## src/rtl/alu_pkg.sv

```systemverilog
// alu_pkg: ALU function codes, sequencer states and command entry layout {chain, func, b, a}.
package alu_pkg;
  localparam int FUNC_W = 3;
  localparam logic [FUNC_W-1:0] FN_ADD = 3'd0;
  localparam logic [FUNC_W-1:0] FN_SUB = 3'd1;
  localparam logic [FUNC_W-1:0] FN_AND = 3'd2;
  localparam logic [FUNC_W-1:0] FN_OR  = 3'd3;
  localparam logic [FUNC_W-1:0] FN_XOR = 3'd4;
  typedef enum logic [1:0] {IDLE = 2'd0, DRIVE = 2'd1, RESP = 2'd2} state_t;
  function automatic int entry_w(input int data_w, input bit chain);
    return int'(chain) + FUNC_W + 2 * data_w;
  endfunction
  function automatic logic is_illegal(input logic [FUNC_W-1:0] func);
    return func > FN_XOR;
  endfunction
endpackage

```

## src/rtl/alu_cmd_fifo.sv

```systemverilog
// alu_cmd_fifo: synchronous first-word-fall-through command FIFO with async active-high reset.
module alu_cmd_fifo #(
  parameter int DEPTH = 4,
  parameter int WIDTH = 11
) (
  input  logic             clk,
  input  logic             reset,
  input  logic             push,
  input  logic             pop,
  input  logic [WIDTH-1:0] din,
  output logic [WIDTH-1:0] dout,
  output logic             full,
  output logic             empty
);
  localparam int AW = $clog2(DEPTH);
  logic [WIDTH-1:0] mem_q [DEPTH];
  logic [AW-1:0] wr_q, wr_d, rd_q, rd_d;
  logic [AW:0] cnt_q, cnt_d;
  logic do_push, do_pop;
  assign full  = cnt_q == (AW+1)'(DEPTH);
  assign empty = cnt_q == '0;
  assign dout  = mem_q[rd_q];
  always_comb begin
    do_push = push && !full;
    do_pop  = pop && !empty;
    wr_d    = wr_q + AW'(do_push);
    rd_d    = rd_q + AW'(do_pop);
    cnt_d   = cnt_q + (AW+1)'(do_push) - (AW+1)'(do_pop);
  end
  always_ff @(posedge clk or posedge reset) begin
    if (reset) begin
      wr_q  <= '0;
      rd_q  <= '0;
      cnt_q <= '0;
    end else begin
      wr_q  <= wr_d;
      rd_q  <= rd_d;
      cnt_q <= cnt_d;
    end
  end
  // Storage needs no reset: the pointers alone decide what is valid.
  always_ff @(posedge clk) begin
    if (do_push) mem_q[wr_q] <= din;
  end
endmodule

```

## src/rtl/alu_op_sequencer.sv

```systemverilog
// alu_op_sequencer: queues ALU commands, drives the ALU from registers and returns results in order.
// Optional result chaining (alu_a <= previous result) is enabled by ALU_OP_SEQUENCER_CHAIN_EN.
module alu_op_sequencer import alu_pkg::*; #(
  parameter int DATA_W = 4,
  parameter int DEPTH  = 4
) (
  input  logic              clk,
  input  logic              reset,
  input  logic              cmd_valid,
  output logic              cmd_ready,
  input  logic [DATA_W-1:0] cmd_a,
  input  logic [DATA_W-1:0] cmd_b,
  input  logic [FUNC_W-1:0] cmd_func,
`ifdef ALU_OP_SEQUENCER_CHAIN_EN
  input  logic              cmd_chain,
`endif
  output logic [DATA_W-1:0] alu_a,
  output logic [DATA_W-1:0] alu_b,
  output logic [FUNC_W-1:0] alu_function,
  input  logic [DATA_W-1:0] alu_result,
  output logic              rsp_valid,
  input  logic              rsp_ready,
  output logic [DATA_W-1:0] rsp_result,
  output logic              rsp_zero,
  output logic              rsp_err,
  output logic              busy
);
`ifdef ALU_OP_SEQUENCER_CHAIN_EN
  localparam int EW = entry_w(DATA_W, 1'b1);
`else
  localparam int EW = entry_w(DATA_W, 1'b0);
`endif
  state_t state_q, state_d;
  logic [DATA_W-1:0] alu_a_q, alu_a_d, alu_b_q, alu_b_d, rsp_result_q, rsp_result_d;
  logic [FUNC_W-1:0] alu_function_q, alu_function_d;
  logic err_q, err_d, rsp_valid_q, rsp_valid_d, rsp_zero_q, rsp_zero_d, rsp_err_q, rsp_err_d;
  logic [EW-1:0] fifo_din, fifo_dout;
  logic fifo_pop, fifo_full, fifo_empty;
  logic [DATA_W-1:0] head_a, head_b, issue_a;
  logic [FUNC_W-1:0] head_func;
  assign head_a    = fifo_dout[DATA_W-1:0];
  assign head_b    = fifo_dout[2*DATA_W-1:DATA_W];
  assign head_func = fifo_dout[2*DATA_W +: FUNC_W];
`ifdef ALU_OP_SEQUENCER_CHAIN_EN
  logic [DATA_W-1:0] last_result_q, last_result_d;
  assign fifo_din      = {cmd_chain, cmd_func, cmd_b, cmd_a};
  assign issue_a       = fifo_dout[EW-1] ? last_result_q : head_a;
  assign last_result_d = state_q == DRIVE ? alu_result : last_result_q;
  always_ff @(posedge clk or posedge reset) begin
    if (reset) last_result_q <= '0;
    else last_result_q <= last_result_d;
  end
`else
  assign fifo_din = {cmd_func, cmd_b, cmd_a};
  assign issue_a  = head_a;
`endif
  alu_cmd_fifo #(.DEPTH(DEPTH), .WIDTH(EW)) u_fifo (
    .clk(clk), .reset(reset), .push(cmd_valid), .pop(fifo_pop), .din(fifo_din),
    .dout(fifo_dout), .full(fifo_full), .empty(fifo_empty)
  );
  // Issue from IDLE, or straight from RESP when the consumer takes the response.
  assign fifo_pop = !fifo_empty && (state_q == IDLE || (state_q == RESP && rsp_ready));
  always_comb begin
    state_d        = state_q;
    alu_a_d        = alu_a_q;
    alu_b_d        = alu_b_q;
    alu_function_d = alu_function_q;
    err_d          = err_q;
    rsp_valid_d    = rsp_valid_q;
    rsp_result_d   = rsp_result_q;
    rsp_zero_d     = rsp_zero_q;
    rsp_err_d      = rsp_err_q;
    if (fifo_pop) begin
      alu_a_d        = issue_a;
      alu_b_d        = head_b;
      alu_function_d = head_func;
      err_d          = is_illegal(head_func);
    end
    if (state_q == DRIVE) begin
      rsp_result_d = alu_result;
      rsp_zero_d   = alu_result == '0;
      rsp_err_d    = err_q;
      rsp_valid_d  = 1'b1;
    end
    if (state_q == RESP && rsp_ready) rsp_valid_d = 1'b0;
    state_d = fifo_pop ? DRIVE : state_q == DRIVE ? RESP :
              (state_q == RESP && rsp_ready) ? IDLE : state_q;
  end
  always_ff @(posedge clk or posedge reset) begin
    if (reset) begin
      state_q        <= IDLE;
      alu_a_q        <= '0;
      alu_b_q        <= '0;
      alu_function_q <= '0;
      err_q          <= 1'b0;
      rsp_valid_q    <= 1'b0;
      rsp_result_q   <= '0;
      rsp_zero_q     <= 1'b0;
      rsp_err_q      <= 1'b0;
    end else begin
      state_q        <= state_d;
      alu_a_q        <= alu_a_d;
      alu_b_q        <= alu_b_d;
      alu_function_q <= alu_function_d;
      err_q          <= err_d;
      rsp_valid_q    <= rsp_valid_d;
      rsp_result_q   <= rsp_result_d;
      rsp_zero_q     <= rsp_zero_d;
      rsp_err_q      <= rsp_err_d;
    end
  end
  assign cmd_ready    = !fifo_full;
  assign alu_a        = alu_a_q;
  assign alu_b        = alu_b_q;
  assign alu_function = alu_function_q;
  assign rsp_valid    = rsp_valid_q;
  assign rsp_result   = rsp_result_q;
  assign rsp_zero     = rsp_zero_q;
  assign rsp_err      = rsp_err_q;
  assign busy         = state_q != IDLE || !fifo_empty;
endmodule

```

## config.mk

```make
export PLATFORM = sky130hd
export DESIGN_NAME = alu_op_sequencer
export DESIGN_NICKNAME = d
export VERILOG_FILES = /design/src/rtl/alu_pkg.sv /design/src/rtl/alu_cmd_fifo.sv /design/src/rtl/alu_op_sequencer.sv
export SDC_FILE = /design/constraint.sdc
export NUM_CORES = 1
export LEC_CHECK = 0
export CAP_MARGIN = 0
export CORE_MARGIN = 1.5
export CORE_UTILIZATION = 45
export DETAILED_ROUTE_END_ITERATION = 7
export DONT_BUFFER_PORTS = 1
export PLACE_DENSITY_LB_ADDON = 0.05
export SLEW_MARGIN = 20
export SYNTH_ARGS = -nofsm -noshare
export SYNTH_HDL_FRONTEND = slang
export SYNTH_HIERARCHICAL = 1
export SYNTH_SLANG_ARGS = --single-unit
export TNS_END_PERCENT = 5
```

## constraint.sdc

```tcl
create_clock -name clk -period 2.69 [get_ports clk]
set_input_delay 0.807 -clock clk [delete_from_list [all_inputs] [get_ports clk]]
set_output_delay 0.807 -clock clk [all_outputs]
set_load 0.01 [all_outputs]
```

==> impl_metrics.env <==
export IMPL_outcome="completed"
export IMPL_critPathArrivalTime_ns=2.64
export IMPL_path_cells="nor3_1 > or3_1 > inv_1 > or3b_1 > fa_1 > xnor2_1 > xnor2_1"
export IMPL_final_cell_mix="44 x edfxtp_1, 28 x dfrtp_1, 10 x clkbuf_8, 10 x mux4_2, 8 x mux2_2"
export IMPL_grt_pass1_vias=1397
export IMPL_cp_data_required_time_ns=2.94
export IMPL_p_leak_nw=1.202
export IMPL_ys_seq_area_share_pct=70.60
export IMPL_cap_violations=0
export IMPL_max_stage_delay_ns=0.50
export IMPL_finalCriticalPeriod_ns=2.391
export IMPL_clk_insertion_delay_late_ns=0.33
export IMPL_hold_violations=0
export IMPL_cp_num_cells=7
export IMPL_grt_pass1_wl_mm=7.203
export IMPL_io_pins=39
export IMPL_dp_slack_ns=0.1758
export IMPL_cts_tree="built"
export IMPL_start_kind="flop"
export IMPL_synthCells=151
export IMPL_dp_hpwl_mm=3.086
export IMPL_slew_viol_final=0
export IMPL_start_util_pct=47.53
export IMPL_core_area_um2=6026
export IMPL_layout_commonest_cell="edfxtp_1"
export IMPL_netlist_cell_type_count=36
export IMPL_postCtsSetupBuffers=0
export IMPL_cpMostUsedCell="xnor2_1"
export IMPL_period_share_pct=88.88
export IMPL_syn_area_per_cell_um2=18.97
export IMPL_cts_clk_slew_worst_paths_ns=0.07
export IMPL_fmax_mhz=418.2
export IMPL_area_growth_syn_to_layout_pct=11.18
export IMPL_fin_nets=185
export IMPL_wl_per_cell_um=19.25
export IMPL_grt_antenna_before_repair=0
export IMPL_cts_buffers=9
export IMPL_cp_slowest_cell="dfrtp_1"
export IMPL_grt_total_usage_pct=15.59
export IMPL_hold_class="in2async"
export IMPL_diodes=0
export IMPL_dieArea_um2=6852
export IMPL_cts_sinks=72
export IMPL_syn_nets=173
export IMPL_root_buffer="clkbuf_8"
export IMPL_die_w_um=82.78
export IMPL_dr_pass1_iters=4
export IMPL_rsz0062_at_grt="false"
export IMPL_yosys_warnings=6
export IMPL_die_h_um=82.78
export IMPL_vdd_ir_drop_worst_v=0.0006217
export IMPL_wl_mm=4.677
export IMPL_power_density_nw_per_um2=1205
export IMPL_gp_congestion=0.6845
export IMPL_cp_max_fo=7
export IMPL_slew_headroom_pct=42.32
export IMPL_ff2ff_path_depth=7
export IMPL_final_setup_skew_ns=0.005898
export IMPL_layout_drive_gt1_share_pct=29.76
export IMPL_fin_setup_tns_ns=0
export IMPL_ant_nets=0
export IMPL_place_area_um2=2970
export IMPL_worstMarginPinSlew_ns=0.8643
export IMPL_nFillCells=491
export IMPL_synth_seq_cells=72
export IMPL_grt_max_degree=22
export IMPL_syn_cell_area_um2=2864
export IMPL_num_rows=28
export IMPL_crit_type="reg2reg"
export IMPL_clk_path_buf_depth=2
export IMPL_drc=0
export IMPL_hold_buffers=0
export IMPL_setup_viol=0
export IMPL_stdcell_area_um2=3184
export IMPL_cts_resized=0
export IMPL_crit_buf_inv=1
export IMPL_critical_path_top_delay_family="simple AND/OR/NAND/NOR gates"
export IMPL_drt_iter0_drc=56
export IMPL_h_tree_depth=3
export IMPL_port_buffers=0
export IMPL_vias=1333
export IMPL_fin_ws_ns=0.2991
export IMPL_critPathCaptureType="flop"
export IMPL_grt_remaining_overflow=0
export IMPL_avgViaCountPerCell=5.486
-- path summary, 6_finish.rpt --
check | end | start | slack [ns]
max | u_fifo/cnt_q[2]$_DFF_PP0_ | u_fifo/cnt_q[1]$_DFF_PP0_ | 0.30
min | u_fifo/wr_q[0]$_DFF_PP0_ | reset | 0.30
max reg2reg | u_fifo/cnt_q[2]$_DFF_PP0_ | u_fifo/cnt_q[1]$_DFF_PP0_ | 0.30
min reg2reg | rsp_valid$_DFFE_PP0P_ | state_q[1]$_DFFE_PP0P_ | 0.52
max in group asynchronous | alu_a[3]$_DFFE_PP0P_ | reset | 1.61
min in group clk | rsp_valid$_DFFE_PP0P_ | state_q[1]$_DFFE_PP0P_ | 0.52
-- area by class of cell --
cell class | count | area [um2] | area share (%)
Clock buffer | 13 | 148.9 | 4.676
Multi-Input combinational cell | 67 | 783.3 | 24.60
Sequential cell | 72 | 2022 | 63.50
Tap cell | 75 | 93.84 | 2.947
Timing Repair Buffer | 6 | 45.04 | 1.415
Clock inverter | 3 | 65.06 | 2.043
Inverter | 7 | 26.28 | 0.8251
-- synthesized netlist by cell type, drive strengths merged --
cell type  number  area (um2)
nand2           5       18.77
nor4bb          2       20.02
a21oi           1       5.000
nor2b           2       20.02
clkbuf          1       3.750
a221oi          1       8.760
o31ai           1       7.510
and4b           1       10.01
o21ai           4       20.02
o311ai          1       8.760
inv             7       26.28
or3             1       6.260
nor4b           1       8.760
dfrtp          28       700.7
ha              2       25.02
mux2i           2       20.02
o21a            1       7.510
nor3            1       5.000
mux2           15       195.2
mux4           11       251.5
or2             1       6.260
xor2            1       8.760
edfxtp         44        1321
xnor2           4       35.03
nand2b          1       6.260
or3b            1       8.760
or4             1       7.510
nor3b           1       18.77
fa              1       20.02
buf             4       47.54
nor2            4       15.01
-- stage by stage --
stage / hold slack [ns] / std cells / total power, mW / utilization (%)
6_report: 0.2961 / 243 / 3.838 / 52.84
2_1_floorplan: 0.4741 / 151 / 2.733 / -
3_5_place_dp: 0.5175 / 227 / 2.985 / 49.29
3_3_place_gp: 0.4980 / 227 / 2.914 / 49.29
4_1_cts: 0.2843 / 243 / 3.897 / 52.84
5_1_grt: 0.3027 / 243 / 4.057 / 52.84
-- per-layer routing --
metal	vias to the layer above	track usage (%)	share of wire, %
met4	0	9.000	1.0
li1	601	-	-
met3	8	4.262	4.3
met2	29	25.20	52
met5	-	0	0
met1	695	18.78	43
-- state kept, by name, indices dropped and copies added (netlist names) --
register and cells:
u_fifo/mem_q 44, alu_a 4, alu_b 4, rsp_result 4
alu_function 3, u_fifo/cnt_q 3, state_q 2, u_fifo/rd_q 2
u_fifo/wr_q 2, err_q 1, rsp_err 1, rsp_valid 1
rsp_zero 1
-- logic make-up after synthesis --
kind of cell	Yosys count	share of synthesized area (%)
AO/OA/AOI/OAI	9	2.010
XOR/XNOR	5	1.529
adder cells (fa/ha/maj)	3	1.573
buffers and inverters	12	2.708
flip-flops	72	70.60
multiplexers	28	16.30
AND/OR/NAND/NOR	22	5.287
-- power by group --
group | switching [mW] | internal (mW) | total [mW]
logic | 0.430 | 0.604 | 1.03
clock network | 0.363 | 0.548 | 0.910
registers | 0.346 | 1.55 | 1.89
No activity file was read; power rests on OpenSTA's default activity.
